### src/rtl/serial_sub_pkg.sv
// serial_sub_pkg: shared FSM encoding, default width and counter sizing for serial_subtractor8.
package serial_sub_pkg;
   localparam logic [1:0] ST_IDLE  = 2'd0;
   localparam logic [1:0] ST_SHIFT = 2'd1;
   localparam logic [1:0] ST_DONE  = 2'd2;
   localparam int SUB_WIDTH = 8;
   function automatic int clog2(input int n);
      int r;
      r = 0;
      while ((1 << r) < n) r++;
      return r;
   endfunction
endpackage

### src/rtl/full_subtractor.sv
// full_subtractor: combinational 1-bit cell computing x - y - bin.
module full_subtractor (
   input  logic x,
   input  logic y,
   input  logic bin,
   output logic diff,
   output logic bout
);
   assign diff = x ^ y ^ bin;
   assign bout = (~x & y) | (~(x ^ y) & bin);
endmodule

### src/rtl/serial_subtractor8.sv
// serial_subtractor8: bit-serial a - b - c, LSB first, one bit per clock with start/done handshake.
// Define SERIAL_SUB_OVF_EN to add the signed-overflow output ovf.
module serial_subtractor8
   import serial_sub_pkg::*;
#(
   parameter int WIDTH = SUB_WIDTH
) (
   input  logic             clk,
   input  logic             rst,
   input  logic             start,
   input  logic [WIDTH-1:0] a,
   input  logic [WIDTH-1:0] b,
   input  logic             c,
   output logic             busy,
   output logic             done,
   output logic [WIDTH-1:0] d,
`ifdef SERIAL_SUB_OVF_EN
   output logic             ovf,
`endif
   output logic             bout
);
   localparam int CW = clog2(WIDTH);
   logic [1:0] state, state_n;
   logic [WIDTH-1:0] sa, sb, res;
   logic [CW-1:0] cnt;
   logic brw, diff, nbrw, last, load, shift, fin;
   full_subtractor u_fs (
      .x(sa[0]),
      .y(sb[0]),
      .bin(brw),
      .diff(diff),
      .bout(nbrw)
   );
   assign last = cnt == CW'(WIDTH - 1);
   always_ff @(posedge clk) begin
      if (rst) state <= ST_IDLE;
      else state <= state_n;
   end
   always_comb begin
      state_n = state == ST_IDLE  ? (start ? ST_SHIFT : ST_IDLE) :
                state == ST_SHIFT ? (last ? ST_DONE : ST_SHIFT) : ST_IDLE;
   end
   always_comb begin
      load  = state == ST_IDLE && start;
      shift = state == ST_SHIFT;
      fin   = state == ST_DONE;
   end
   // results are published on the edge leaving DONE, so d/bout never change mid-shift
   always_ff @(posedge clk) begin
      if (rst) begin
         busy <= 1'b0;
         done <= 1'b0;
         d    <= '0;
         bout <= 1'b0;
         sa   <= '0;
         sb   <= '0;
         res  <= '0;
         brw  <= 1'b0;
         cnt  <= '0;
      end else begin
         busy <= state_n != ST_IDLE;
         done <= fin;
         if (load) begin
            sa  <= a;
            sb  <= b;
            brw <= c;
            cnt <= '0;
         end
         if (shift) begin
            sa  <= sa >> 1;
            sb  <= sb >> 1;
            brw <= nbrw;
            res <= {diff, res[WIDTH-1:1]};
            cnt <= cnt + 1'b1;
         end
         if (fin) begin
            d    <= res;
            bout <= brw;
         end
      end
   end
`ifdef SERIAL_SUB_OVF_EN
   logic ovf_r;
   // borrow into the MSB xor borrow out of it, taken on the last shift
   always_ff @(posedge clk) begin
      if (rst) begin
         ovf_r <= 1'b0;
         ovf   <= 1'b0;
      end else begin
         if (shift && last) ovf_r <= brw ^ nbrw;
         if (fin) ovf <= ovf_r;
      end
   end
`endif
endmodule

### config.mk
export PLATFORM = sky130hd
export DESIGN_NAME = serial_subtractor8
export DESIGN_NICKNAME = d
export VERILOG_FILES = /design/src/rtl/serial_sub_pkg.sv /design/src/rtl/full_subtractor.sv /design/src/rtl/serial_subtractor8.sv
export SDC_FILE = /design/constraint.sdc
export NUM_CORES = 1
export LEC_CHECK = 0
export CAP_MARGIN = 20
export CELL_PAD_IN_SITES_DETAIL_PLACEMENT = 0
export CELL_PAD_IN_SITES_GLOBAL_PLACEMENT = 1
export CORE_MARGIN = 2
export CORE_UTILIZATION = 42
export DETAILED_ROUTE_END_ITERATION = 10
export GPL_ROUTABILITY_DRIVEN = 1
export PLACE_DENSITY = 0.82
export SYNTH_ARGS = -nofsm -noshare
export SYNTH_HDL_FRONTEND = slang
export SYNTH_SLANG_ARGS = --single-unit
### constraint.sdc
create_clock -name clk -period 2.75 [get_ports clk]
set_clock_uncertainty 0.05 [all_clocks]
set_input_delay 0.55 -clock clk [delete_from_list [all_inputs] [get_ports clk]]
set_output_delay 0.55 -clock clk [all_outputs]
set_load 0.01 [all_outputs]
== Yosys cells after proc, flatten, opt, wreduce, memory -nomap -nowiden ==
Index checks and enable logic that the tools add are counted.
Storage, ports and cells
  word-level logic and storage cells: 40
  register bits: 41
  input port bits: 20
  output and inout port bits: 11
Operators by class
  eq/ne operators: 3
  reduce and logical (&&, ||, !) cells: 5
  add/sub/neg operators: 1
  bitwise logic cells: 7
  multiplexer cells: 12
Operator list (number)
  $mux W7: 4
  $mux W2: 3
  $mux W3: 2
  $reduce_bool A2 Y1: 2
  $add A3 B1 Y3 const B: 1
  $eq A3 B3 Y1 const B: 1
  $mux W1: 3
  $and A1 B1 Y1: 2
  $eq A2 B1 Y1 const B: 1
  $eq A2 B2 Y1 const B: 1
  $logic_not A2 Y1: 1
  $not A1 Y1: 2
  $reduce_or A2 Y1: 1
  $xor A1 B1 Y1: 2
  $logic_and A1 B1 Y1: 1
  $or A1 B1 Y1: 1

== Logic depth before layout (Yosys ltp) ==
Gate-level depths: netlist of the first run.
  word-level depth: 5
  gate-level depth with buffers: 5
  gate-level depth less buffers: 5

== Hierarchy ==
A second synthesis of the first run with hierarchy kept.
Unflattened totals
  cell total of the unflattened synthesis: 181
  area, all modules: 1735.4 um2
Modules (own cells, without submodules)
  serial_subtractor8: sequential area each 820.8 um2, area an instance 1704.1 um2, cells each 177, instances 1
  full_subtractor: sequential area each 0.0 um2, area an instance 31.3 um2, cells each 4, instances 1

== Worst setup path before layout of the first run ==
OpenSTA, ideal clock, no wires.
  kind: input -> register
  start point: in rst
  end point: reg sb[1]
  arrival time: 1.155 ns
  library setup time: 0.145 ns
  stages on the path: 3
  data required time: 2.555 ns
  setup slack: 1.400 ns
  path buffers: 2
  path through: clkbuf_1 > buf_1 > a211oi_1
RTL lines
  start: declaration: RTL line serial_subtractor8.sv:9  | input logic rst,
  end signal: assignment: RTL line serial_subtractor8.sv:71  | sb <= sb >> 1;
  end: declaration: RTL line serial_subtractor8.sv:24  | logic [WIDTH-1:0] sa, sb, res;
No word-level cell between the ends.

== Worst setup path after layout of the first run ==
  start point: reg d[7]
  end point: out d[7]
RTL lines
  start: declaration: RTL line serial_subtractor8.sv:16  | output logic [WIDTH-1:0] d,
  start signal: assignment: RTL line serial_subtractor8.sv:77  | d <= res;
No word-level cell between the ends.

==> results.sh, run 1 <==
export IMPL_drive_gt1_frac=0.106
export IMPL_start_util=0.431
export IMPL_grt_overflow=0
export IMPL_fin_crit_ns=1.76
export IMPL_dp_final_hpwl_microns=2190
export IMPL_seqPwrFrac=0.529
export IMPL_synth_area_leader_cell="dfxtp_1"
export IMPL_grt_max_degree=42
export IMPL_die_area_sq_mm=0.00457
export IMPL_crit_arrival_ns=1.16
export IMPL_avgSynthCellArea_sq_um=9.34
export IMPL_endpoint="d[7]"
export IMPL_p_sw_mw=0.288
export IMPL_clk_insertion_delay_late_ns=0.29
export IMPL_postCtsSetupBuffers=0
export IMPL_p_leak_nw=0.764
export IMPL_place_congestion=0.727
export IMPL_r2r_start="state[0]"
export IMPL_cp_start_kind="flip-flop"
export IMPL_status="finished clean"
export IMPL_p_comb_frac=0.113
export IMPL_cts_root_buf="clkbuf_8"
export IMPL_ios=31
export IMPL_die_height_microns=67.6
export IMPL_critPathMaxStageDelay_ns=0.53
export IMPL_yosys_warnings=0
export IMPL_rsz0062_at_grt="no"
export IMPL_mostFrequentLayoutCells="41 x dfxtp_1, 36 x nand2_1, 30 x clkdlybuf4s50_1, 21 x nor2_1, 18 x a21oi_1"
export IMPL_cp_data_required_time_ns=2.15
export IMPL_ant_nets=0
export IMPL_netlist_area_leader_share=0.483
export IMPL_ir_drop_uv=347
export IMPL_crit_cells=1
export IMPL_max_freq_mhz=568
export IMPL_post_drt_wl_per_cell_microns=12.4
export IMPL_htreeDepth=2
export IMPL_cts_tree="done"
export IMPL_dp_cells=250
export IMPL_detail_route_vias_per_cell=5.02
export IMPL_synth_seq_cells=41
export IMPL_worst_r2r_endpoint="sb[0]"
export IMPL_routed_wl_microns=3210
export IMPL_multiInputGateArea_sq_um=772
export IMPL_hold_start="d[4]"
export IMPL_holdBufCountCts=0
export IMPL_critical_path_class="flip-flop to primary output"
export IMPL_vias=1295
export IMPL_cts_buffers_inserted=5
export IMPL_startpoint="d[7]"
export IMPL_cts_repair_resized=0
export IMPL_worstPathCellList="clkdlybuf4s50_1"
export IMPL_rows=23
export IMPL_cts_path_max_buffers=2
export IMPL_intPower_mw=0.915
export IMPL_maxSlewViolCount=0
export IMPL_max_cap_violations=0
export IMPL_finalSetupTns_ns=0
export IMPL_synth_cells=182
export IMPL_p_sw_frac=0.239
export IMPL_cts_sinks=41
export IMPL_final_common_cell="dfxtp_1"
export IMPL_slew_headroom=0.478
export IMPL_synth_seq_area_share=0.483
export IMPL_worst_path_buf_inv=1
export IMPL_final_cells=258
export IMPL_track_usage=0.160
export IMPL_fill_cells=351
export IMPL_seqCellArea_sq_um=821
export IMPL_hold_violations=0
export IMPL_ff2ff_path_depth=5
export IMPL_hold_path_class="flip-flop to flip-flop"
export IMPL_fin_util=0.530
export IMPL_drt_initial_drc_count=71
export IMPL_critPathCaptureType="primary output"
export IMPL_portBuffers=30
export IMPL_area_growth_pct=23.0
export IMPL_critPathSlowestCell="clkdlybuf4s50_1"
export IMPL_synthesis_nets=205
export IMPL_drtPass1Iterations=4
export IMPL_fp_dieW_microns=67.6
export IMPL_grt_antenna_before_repair=0
export IMPL_synthTopCellsByArea="dfxtp_1 48%, mux2i_1 9.4%, nand2_1 7.9%"
export IMPL_drc=0
export IMPL_power_density_mw_per_mm2=575
export IMPL_syn_area_sq_mm=0.00170
export IMPL_ys_types=25
export IMPL_final_nets=230
export IMPL_final_setup_viol_count=0
export IMPL_n_antenna_cell=0
export IMPL_grt_pass1_vias=1210
export IMPL_clkSlewWorstSetupHoldPaths_ns=0.08
export IMPL_worstMarginPinSlew_ns=0.781
export IMPL_core_area_sq_mm=0.00394
export IMPL_clkPwrFrac=0.358
export IMPL_r2r_slack_ns=1.13
export IMPL_crit_fanout=2
export IMPL_fin_crit_sh=0.641
export IMPL_grt_pass1_wl_microns=5340
export IMPL_critPathTopFamily="buffers and inverters"
## cells in the mapped netlist, drive strengths merged
cell	instances
dfxtp	41
nand2	36
nor2	21
a21oi	18
mux2i	16
a211oi	14
buf	12
a22oi	4
clkbuf	3
inv	3
nor3	3
ha	2
nor2b	2
fa	1
nand2b	1
nor3b	1
o211ai	1
o21ba	1
o21bai	1
or2b	1
## per-layer routing
metal,track usage,routed length [microns],vias to the layer above,share of wire
met5,0,0,-,0
met1,0.173,1460,592,0.45
met4,0.0842,60,0,0.019
met3,0.0450,164,8,0.051
met2,0.281,1520,31,0.48
li1,-,-,664,-
## kinds of logic (layout without fill, tap and decap cells)
logic type      Yosys count  count (layout)  synth area share
flops                    41              41             0.483
buf+inv                  18              44            0.0633
compound gates           39              39             0.179
fa+ha+maj                 3               3            0.0265
simple gates             65              65             0.155
mux                      16              16            0.0942
## worst min-delay path: stages (launching register included)
cell and delay (ns):
dfxtp_1 0.31, nand2_1 0.05, a21oi_1 0.05
## metrics by stage
step | cell area [sq um] | total power [mW] | setup slack [ns] | hold WS (ns)
2_1_floorplan | 1700 | 0.747 | 1.40 | 0.382
3_3_place_gp | 1990 | 0.780 | 0.815 | 0.390
3_5_place_dp | 1990 | 0.787 | 0.741 | 0.397
4_1_cts | 2090 | 1.22 | 0.964 | 0.408
5_1_grt | 2090 | 1.26 | 0.925 | 0.427
6_report | 2090 | 1.20 | 0.988 | 0.404
## worst min path at each step
stage	to	slack, ns	depth (start not counted)
final	d[4]	0.40	2
after global routing	d[6]	0.43	2
after CTS	d[4]	0.41	2
after detailed placement	d[4]	0.40	2
after global placement	d[6]	0.39	2
after floorplan	d[0]	0.38	2
## flip-flops by register name, summed over array words and instances, names as in the netlist, 2 cells and up
| name | flops |
|---|---|
| cnt | 3 |
| d | 8 |
| res | 8 |
| sb | 8 |
| sa | 8 |
| state | 2 |
## power groups by stage
stage          clock, mW  combinational, mW  sequential [mW]
2_1_floorplan          0              0.102            0.645
3_3_place_gp           0              0.133            0.648
3_5_place_dp           0              0.138            0.650
4_1_cts            0.445              0.138            0.636
5_1_grt            0.465              0.152            0.639
6_report           0.431              0.136            0.636
## area by class of cell
type | instances | area share
Inverter | 3 | 0.00539
Clock buffer | 7 | 0.0461
Sequential cell | 41 | 0.393
Multi-Input combinational cell | 123 | 0.369
Timing Repair Buffer | 33 | 0.154
Tap cell | 50 | 0.0299
Clock inverter | 1 | 0.00239
Power figures use the tool's default switching activity.
==> run 2: changes to the inputs <==
--- a/config.mk
+++ b/config.mk
@@ -9,10 +9,10 @@
 export CELL_PAD_IN_SITES_DETAIL_PLACEMENT = 0
 export CELL_PAD_IN_SITES_GLOBAL_PLACEMENT = 1
 export CORE_MARGIN = 2
-export CORE_UTILIZATION = 42
+export CORE_UTILIZATION = 35
 export DETAILED_ROUTE_END_ITERATION = 10
 export GPL_ROUTABILITY_DRIVEN = 1
-export PLACE_DENSITY = 0.82
+export PLACE_DENSITY = 0.73
 export SYNTH_ARGS = -nofsm -noshare
 export SYNTH_HDL_FRONTEND = slang
 export SYNTH_SLANG_ARGS = --single-unit
==> constraint.sdc (replaced) <==
create_clock -name clk -period 1.45 [get_ports clk]
set_clock_uncertainty 0.05 [all_clocks]
set_input_delay 0.29 -clock clk [delete_from_list [all_inputs] [get_ports clk]]
set_output_delay 0.29 -clock clk [all_outputs]
set_load 0.01 [all_outputs]
==> results.sh, run 2 (synthesis gave the netlist of run 1 again) <==
export IMPL_status="finished clean"
export IMPL_crit_fanout=29
export IMPL_post_drt_wl_per_cell_microns=11.6
export IMPL_grt_antenna_before_repair=0
export IMPL_fin_area_sq_mm=0.00215
export IMPL_critPathSlowestCell="dfxtp_1"
export IMPL_critPathCaptureType="flip-flop"
export IMPL_critPathMaxStageDelay_ns=0.38
export IMPL_dp_final_hpwl_microns=2030
export IMPL_track_usage=0.124
export IMPL_worstPathCellList="o21ba_1 > buf_12 > nor2_1 > a211oi_1"
export IMPL_htreeDepth=2
export IMPL_ios=31
export IMPL_holdBufCountCts=0
export IMPL_critPathTopFamily="compound AO/OA/AOI/OAI gates"
export IMPL_cp_start_kind="flip-flop"
export IMPL_drc=0
export IMPL_final_setup_viol_count=0
export IMPL_max_freq_mhz=778
export IMPL_detail_route_vias_per_cell=4.92
export IMPL_core_area_sq_mm=0.00469
export IMPL_fp_dieW_microns=73.7
export IMPL_routed_wl_microns=3080
export IMPL_hold_path_class="flip-flop to flip-flop"
export IMPL_drive_gt1_frac=0.123
export IMPL_die_area_sq_mm=0.00543
export IMPL_slew_headroom=0.741
export IMPL_cp_data_required_time_ns=1.60
export IMPL_crit_cells=4
export IMPL_cts_sinks=41
export IMPL_cts_tree="done"
export IMPL_max_cap_violations=0
export IMPL_power_density_mw_per_mm2=1070
export IMPL_crit_arrival_ns=1.44
export IMPL_grt_overflow=0
export IMPL_clk_insertion_delay_late_ns=0.29
export IMPL_fin_crit_sh=0.886
export IMPL_hold_violations=0
export IMPL_drt_initial_drc_count=55
export IMPL_grt_pass1_wl_microns=5200
export IMPL_fin_crit_ns=1.28
export IMPL_cts_root_buf="clkbuf_8"
export IMPL_area_growth_pct=26.2
export IMPL_mostFrequentLayoutCells="41 x dfxtp_1, 36 x nand2_1, 21 x nor2_1, 19 x clkdlybuf4s50_1, 18 x a21oi_1"
export IMPL_rsz0062_at_grt="no"
export IMPL_ir_drop_uv=438
export IMPL_grt_pass1_vias=1182
export IMPL_place_congestion=0.717
export IMPL_n_antenna_cell=0
export IMPL_critical_path_class="flip-flop to flip-flop"
export IMPL_fill_cells=466
export IMPL_clkSlewWorstSetupHoldPaths_ns=0.08
export IMPL_rows=25
export IMPL_power_total_mw=2.29
export IMPL_start_util=0.362
export IMPL_cts_path_max_buffers=2
export IMPL_vias=1303
export IMPL_maxSlewViolCount=0
export IMPL_p_leak_nw=0.847
export IMPL_placed_cell_area_sq_mm=0.00205
export IMPL_grt_max_degree=42
export IMPL_worstMarginPinSlew_ns=0.388
export IMPL_ff2ff_path_depth=4
export IMPL_finalSetupTns_ns=0
export IMPL_final_common_cell="dfxtp_1"
export IMPL_cts_repair_resized=11
export IMPL_worst_path_buf_inv=1
export IMPL_drtPass1Iterations=4
export IMPL_portBuffers=30
export IMPL_whs_ns=0.401
export IMPL_cts_buffers_inserted=5
export IMPL_final_nets=233
export IMPL_die_height_microns=73.7
export IMPL_ant_nets=0
export IMPL_min_path_cells=2
export IMPL_postCtsSetupBuffers=0
-- run 2: changes by cell type in the layout (fill, tap and decap cells not counted), sizes merged --
cell	previous run	this run
dlygate4sd2	0	11
buf	3	6
clkdlybuf4s50	30	19
-- run 2: stage by stage --
stage / util / std cells / setup slack [ns]
floorplan: - / 182 / 0.290
global placement: 0.438 / 257 / -0.0712
detailed placement: 0.438 / 257 / -0.139
CTS: 0.457 / 265 / 0.135
global route: 0.457 / 265 / 0.0849
finish: 0.457 / 265 / 0.165
-- run 2: final cells by class --
| cell class | instances | area [sq um] | area share |
|---|---|---|---|
| clock buffers | 7 | 96.3 | 0.0449 |
| multi-input cells | 123 | 776 | 0.362 |
| well taps | 54 | 67.6 | 0.0315 |
| repair buffers | 36 | 369 | 0.172 |
| inverters | 3 | 11.3 | 0.00525 |
| flip-flops and latches | 41 | 821 | 0.383 |
| clock inverters | 1 | 5.00 | 0.00233 |
-- run 2: final timing paths --
| check | from | to | slack, ns |
|---|---|---|---|
| worst max-delay path | state[1] | sb[3] | 0.17 |
| worst min-delay path | d[6] | d[6] | 0.40 |
| worst max register to register | state[1] | sb[3] | 0.17 |
| worst min register to register | d[6] | d[6] | 0.40 |
-- run 2: per-layer routing --
metal	part of all wire	global-route usage	wire length (microns)	up-vias
li1	-	-	-	669
met1	0.47	0.146	1440	603
met2	0.47	0.206	1460	26
met3	0.043	0.0412	131	5
met4	0.015	0.0485	46	0
met5	0	0	0	-
-- run 2: report_power, final --
group / internal (mW) / total, mW / switching [mW] / leakage, nW
sequential: 1.18 / 1.21 / 0.0288 / 0.335
combinational: 0.145 / 0.279 / 0.134 / 0.458
clock: 0.430 / 0.806 / 0.376 / 0.0542
total: 1.75 / 2.29 / 0.538 / 0.847
-- run 2: tightest hold or removal path, stage by stage, from the launching register on --
cell	delay [ns]
dfxtp_1	0.31
nand2_1	0.05
a21oi_1	0.05
